File: src/rtl/easy_fifo_axis_arbiter.sv
// easy_fifo_axis_arbiter: round-robin N:1 AXIS arbiter tagging beats with source index; packet lock via EASY_FIFO_ARB_PKT_LOCK_EN
module easy_fifo_axis_arbiter #(
  parameter int NUM_IN = 4,
  parameter int DWIDTH = 32,
  parameter int SRC_WIDTH = $clog2(NUM_IN)
) (
  input  logic                     clk,
  input  logic                     rst_n,
  input  logic [NUM_IN*DWIDTH-1:0] s_axis_tdata,
  input  logic [NUM_IN-1:0]        s_axis_tvalid,
  input  logic [NUM_IN-1:0]        s_axis_tlast,
  output logic [NUM_IN-1:0]        s_axis_tready,
  output logic [DWIDTH-1:0]        m_axis_tdata,
  output logic                     m_axis_tvalid,
  output logic                     m_axis_tlast,
  output logic [SRC_WIDTH-1:0]     m_axis_tdest,
  input  logic                     m_axis_tready,
  output logic [SRC_WIDTH-1:0]     grant,
  output logic                     busy
);
  logic [SRC_WIDTH-1:0] last, win, src, idx;
  logic [DWIDTH-1:0] data;
  logic out_free, any, acc;
  // ready is held low while reset is asserted
  assign out_free = rst_n && (!m_axis_tvalid || m_axis_tready);
  assign any = |s_axis_tvalid;
  assign acc = |(s_axis_tready & s_axis_tvalid);
  always_comb begin
    win = '0;
    idx = '0;
    for (int k = NUM_IN; k >= 1; k--) begin
      idx = SRC_WIDTH'((int'(last) + k) % NUM_IN);
      if (s_axis_tvalid[idx]) win = idx;
    end
  end
  always_comb begin
    data = '0;
    for (int i = 0; i < NUM_IN; i++)
      if (src == SRC_WIDTH'(i)) data = s_axis_tdata[i*DWIDTH +: DWIDTH];
  end
`ifdef EASY_FIFO_ARB_PKT_LOCK_EN
  typedef enum logic {IDLE, LOCKED} state_t;
  state_t state, nxt;
  always_ff @(posedge clk or negedge rst_n)
    if (!rst_n) state <= IDLE;
    else state <= nxt;
  // while locked, last is the owner of the packet
  always_comb begin
    nxt = state;
    s_axis_tready = '0;
    src = win;
    if (state == LOCKED) begin
      src = last;
      s_axis_tready[last] = out_free;
      if (out_free && s_axis_tvalid[last] && s_axis_tlast[last]) nxt = IDLE;
    end else if (out_free && any) begin
      s_axis_tready[win] = 1'b1;
      if (!s_axis_tlast[win]) nxt = LOCKED;
    end
  end
  assign busy = state == LOCKED;
`else
  always_comb begin
    s_axis_tready = '0;
    s_axis_tready[win] = out_free && any;
  end
  assign src = win;
  assign busy = 1'b0;
`endif
  always_ff @(posedge clk or negedge rst_n)
    if (!rst_n) begin
      last <= SRC_WIDTH'(NUM_IN - 1);
      grant <= '0;
      m_axis_tvalid <= 1'b0;
      m_axis_tdata <= '0;
      m_axis_tlast <= 1'b0;
      m_axis_tdest <= '0;
    end else if (acc) begin
      last <= src;
      grant <= src;
      m_axis_tvalid <= 1'b1;
      m_axis_tdata <= data;
      m_axis_tlast <= s_axis_tlast[src];
      m_axis_tdest <= src;
    end else if (m_axis_tready) m_axis_tvalid <= 1'b0;
endmodule
File: config.mk
export PLATFORM = sky130hd
export DESIGN_NAME = easy_fifo_axis_arbiter
export DESIGN_NICKNAME = d
export VERILOG_FILES = /design/src/rtl/easy_fifo_axis_arbiter.sv
export SDC_FILE = /design/constraint.sdc
export NUM_CORES = 1
export LEC_CHECK = 0
export BUFFER_PORTS_ARGS = -buffer_cell sky130_fd_sc_hd__buf_2
export CAP_MARGIN = 20
export CORE_MARGIN = 2
export CORE_UTILIZATION = 46
export DETAILED_ROUTE_END_ITERATION = 10
export PLACE_DENSITY = 0.83
export RECOVER_POWER = 50
export SETUP_SLACK_MARGIN = 0.4
export SYNTH_ARGS = -nofsm -noshare
export SYNTH_HDL_FRONTEND = slang
export SYNTH_SLANG_ARGS = --single-unit
File: constraint.sdc
create_clock -name clk -period 6 [get_ports clk]
set_input_delay 1.2 -clock clk [delete_from_list [all_inputs] [get_ports clk]]
set_output_delay 1.2 -clock clk [all_outputs]
set_load 0.02 [all_outputs]
-- Word-level counts from Yosys, hierarchy flattened
Cells that the tools add are included.
- bits in registers: 38
- input bits: 139
- output and inout bits: 43
- word-level logic and storage cells: 51
- $add $sub $neg: 4
- order comparisons: 6
- equal/unequal tests: 3
- multiplexer cells: 22
- bitwise logic cells: 2
- reduce and logical (&&, ||, !) cells: 9
- operators by type and width (operator ; count):
    $mux 32 ; 4
    $lt 2x3->1 const B ; 5
    $bmux 1 s2 ; 5
    $and 4x4->4 ; 2
    $mux 1 ; 8
    $mux 2 ; 4
    $reduce_or 4->1 ; 2
    $add 2x1->2 const B ; 2
    $add 2x2->2 const B ; 2
    $eq 2x2->1 const B ; 2
    $logic_and 1x1->1 ; 3
    $demux 1 s2 ; 1
    $eq 2x1->1 const B ; 1
    $ge 2x1->1 const B ; 1
    $logic_not 2->1 ; 1
    $reduce_bool 2->1 ; 1
    $logic_not 1->1 ; 1
    $logic_or 1x1->1 ; 1

-- Longest topological paths before layout
- word-level depth: 15
- mapped depth: 7
- mapped depth without buffers: 5

-- Least setup slack after synthesis
OpenSTA, ideal clock, no wires.
- kind: input-to-output
- start: input port s_axis_tvalid[0]
- end: output port s_axis_tready[0]
- arrival time: 2494 ps
- data required time: 4800 ps
- slack: 2306 ps
- cell stages on the path: 7
- cells stage by stage: or4_1 -> and3_1 -> buf_6 -> buf_6 -> nand2_4 -> buf_4 -> nor2_1
- cells in the longest elaborated chain, start to end: 11
- RTL lines (item ; RTL line ; text):
    start, declared ; 10 ; input logic [NUM_IN-1:0] s_axis_tvalid,
    $bmux 1 s2 ; 33 ; if (s_axis_tvalid[idx]) win = idx;
    $mux 1 (implied by the code) ; 33 ;
    $mux 2 (4 in a row) ; 33 ;
    $lt 2x3->1 (implied by the code) or $ge 2x1->1 (tied branches) ; 65 ; s_axis_tready[win] = out_free && any;
    $logic_and 1x1->1 ; 65 ;
    $mux 1 (implied by the code) ; 65 ;
    $demux 1 s2 ; 65 ;
    $and 4x4->4 (no line) (*) ; - ;
    end, declared ; 12 ; output logic [NUM_IN-1:0] s_axis_tready,
Mark *: on every way between the ends. The rest lies on a longest branch, timed or not. The select of a mux whose other input is x is not followed.

-- Worst setup path in the final report
Ends and elaborated chain as after synthesis.

==> flow_summary.json <==
{
  "status": "finished clean",
  "min_period_ns": 4.40,
  "hpwl_um": 5890,
  "min_path_type": "flip-flop to flip-flop",
  "p_leak_nw": 1.75,
  "dr.pass1.iters": 4,
  "synth.net_count": 431,
  "grt_pass1_wl_um": 11600,
  "rows": 28,
  "setup_violations": 0,
  "rsz0062_at_grt": "no",
  "wl_um": 7770,
  "syn_inst": 292,
  "fin_hold_ws_ns": 0.505,
  "place_area_mm2": 0.00360,
  "clk_latency_ns": 0.28,
  "antennaDiodeCount": 0,
  "synth_top_area_cell": "dfrtp_1",
  "final_nets": 592,
  "syn_avg_cell_area_um2": 9.50,
  "htreeDepth": 2,
  "grt_max_degree": 48,
  "grt_overflow": 0,
  "clock_skew_ns": 0.00489,
  "root_buffer": "clkbuf_8",
  "grt_pass1_vias": 2606,
  "postCtsSetupRepairBufs": 0,
  "clk_pin_slew_worst_paths_ns": 0.07,
  "switchingPower_mw": 0.484,
  "clock.fmax_mhz": 227,
  "crit_arrival_ns": 3.20,
  "p_int_mw": 0.660,
  "fin_setup_tns_ns": 0,
  "viasPerCell": 5.43,
  "ys_types": 28,
  "cp_data_required_time_ns": 4.80,
  "port_buffers": 180,
  "synthFlopType": "dfrtp_1",
  "synth_area_leaders": "dfrtp_1, mux2_2, mux2i_1",
  "numCtsBuffers": 5,
  "synth_top_area_share_pct": 32.5,
  "slew_headroom_pct": 43.5,
  "synth_area_mm2": 0.00278,
  "track_usage_pct": 22.2,
  "tightestPinTransition_ns": 0.847,
  "whs_path_depth": 2,
  "die_w_um": 81.7,
  "clock-sinks": 38,
  "critPathMaxFanout": 37,
  "slew_violations": 0,
  "io_pins": 182,
  "startpoint": "s_axis_tvalid[0]",
  "synth_edf_count": 0,
  "irDropWorstVdd_v": 0.000153,
  "finalHoldViolCount": 0,
  "worst_slack_ns": 1.60,
  "antenna_left": 0,
  "cts_hold_buf": 0,
  "end_kind": "primary output",
  "seq_power_share_pct": 35.2,
  "critPathKind": "primary input to primary output",
  "drt-wirelength-per-cell_um": 14.7,
  "yosysWarningCount": 0,
  "drive_gt1_share_pct": 46.5,
  "fin_util_pct": 62.1,
  "netSwitchingFraction_pct": 42.3,
  "cp-start-kind": "primary input",
  "drt_iter0_drc": 100,
  "reg2regPathDepth": 6,
  "area_growth_pct": 31.7,
  "min_period_over_period_pct": 73.3,
  "reg2reg_from": "last[1]$_DFFE_PN1P_",
  "cts_tree": "built",
  "drv_cap": 0,
  "clkPwrFrac_pct": 14.3,
  "min_from": "m_axis_tdata[18]$_DFFE_PN0P_",
  "dieArea_mm2": 0.00667,
  "powerDensity_mw_per_mm2": 313,
  "post_cts_resized": 0,
  "routabilityCongestion": 0.804,
  "antenna_found_initial": 0,
  "synth-async-reset-ratio_pct": 100,
  "core-area_mm2": 0.00589,
  "combPwrFrac_pct": 50.5,
  "drc_errors": 0,
  "cts_buffer_depth": 2,
  "via_count": 2872,
  "floorplan.initialDensity_pct": 47.2,
  "seq_area_frac_synth_pct": 34.4,
  "synth-seq-cells": 38,
  "die_h_um": 81.7,
  "place_ws_ns": 1.58,
  "fin_area_mm2": 0.00366
}
## flip-flops by register name, summed over array words and instances (netlist names)
signal	cells
m_axis_tlast	1
grant	2
m_axis_tvalid	1
last	2
m_axis_tdata	32
## cell usage after synthesis, drive strengths merged, types with 2 or more instances
cell / count
nand2: 30
buf: 30
mux2i: 34
dfstp: 2
nand3: 67
mux2: 33
a221o: 10
clkbuf: 2
o211ai: 23
a21oi: 2
nor2b: 3
dfrtp: 36
nor2: 8
nand2b: 3
## power by group through the flow
stage	clock, mW	sequential [mW]	combinational (mW)
3_3_place_gp	0	0.403	0.583
3_5_place_dp	0	0.404	0.595
2_1_floorplan	0	0.504	0.317
5_1_grt	0.181	0.413	0.629
4_1_cts	0.171	0.401	0.596
6_report	0.164	0.402	0.577
## cell families (layout without fill, tap and decap cells)
kind of cell,after synthesis,count (layout),synth area share (%)
mux,67,67,25.7
buf+inv,32,194,7.71
simple gates,116,116,20.1
other cells,1,1,0.135
compound gates,38,38,12.0
flops,38,38,34.4
## final timing paths
| path | to | slack (ns) |
|---|---|---|
| min in group asynchronous | m_axis_tdata[14]$_DFFE_PN0P_ | 1.03 |
| min | m_axis_tdata[18]$_DFFE_PN0P_ | 0.50 |
| max in group asynchronous | last[0]$_DFFE_PN1P_ | 4.61 |
| max reg2reg | m_axis_tdata[23]$_DFFE_PN0P_ | 3.65 |
| max | s_axis_tready[0] | 1.60 |
| min reg2reg | m_axis_tdata[18]$_DFFE_PN0P_ | 0.50 |
## per-layer routing
| layer | part of all wire, % | global-route usage, % |
|---|---|---|
| met1 | 39 | 25.0 |
| met2 | 53 | 42.7 |
| met3 | 7.3 | 4.62 |
| met4 | 1.1 | 5.00 |
| met5 | 0 | 0 |
## cells in the final DEF, fill, tap and decap left out, types with 2 or more instances in the layout
| master | netlist | final |
|---|---|---|
| nand2_1 | 29 | 29 |
| clkbuf_1 | 2 | 25 |
| buf_2 | 15 | 158 |
| dfrtp_1 | 36 | 36 |
| a221o_1 | 10 | 10 |
| nand3_1 | 67 | 67 |
| nor2b_1 | 3 | 3 |
| o211ai_1 | 23 | 23 |
| nand2b_1 | 3 | 3 |
| mux2i_1 | 34 | 34 |
| buf_4 | 8 | 6 |
| nor2_1 | 8 | 8 |
| dfstp_2 | 2 | 2 |
| mux2_2 | 33 | 33 |
| clkbuf_8 | 0 | 5 |
## through the flow
stage          power [mW]  cells
3_5_place_dp        0.999    521
6_report             1.14    529
3_3_place_gp        0.986    521
2_1_floorplan       0.821    292
5_1_grt              1.22    529
4_1_cts              1.17    529
## worst max-delay path: stages
cell and delay, ns:
buf_2 0.13, or4_1 0.55, and3_2 0.43, buf_4 0.34, nand2_4 0.28, nor2_1 0.06, buf_2 0.17
## area by class of cell
type | count | area [µm²]
Fill cell | 555 | 2230
Multi-Input combinational cell | 222 | 1610
Sequential cell | 38 | 953
Timing Repair Buffer | 186 | 918
Tap cell | 75 | 93.8
Clock buffer | 8 | 80.1
(Power assumes the default switching activity.)
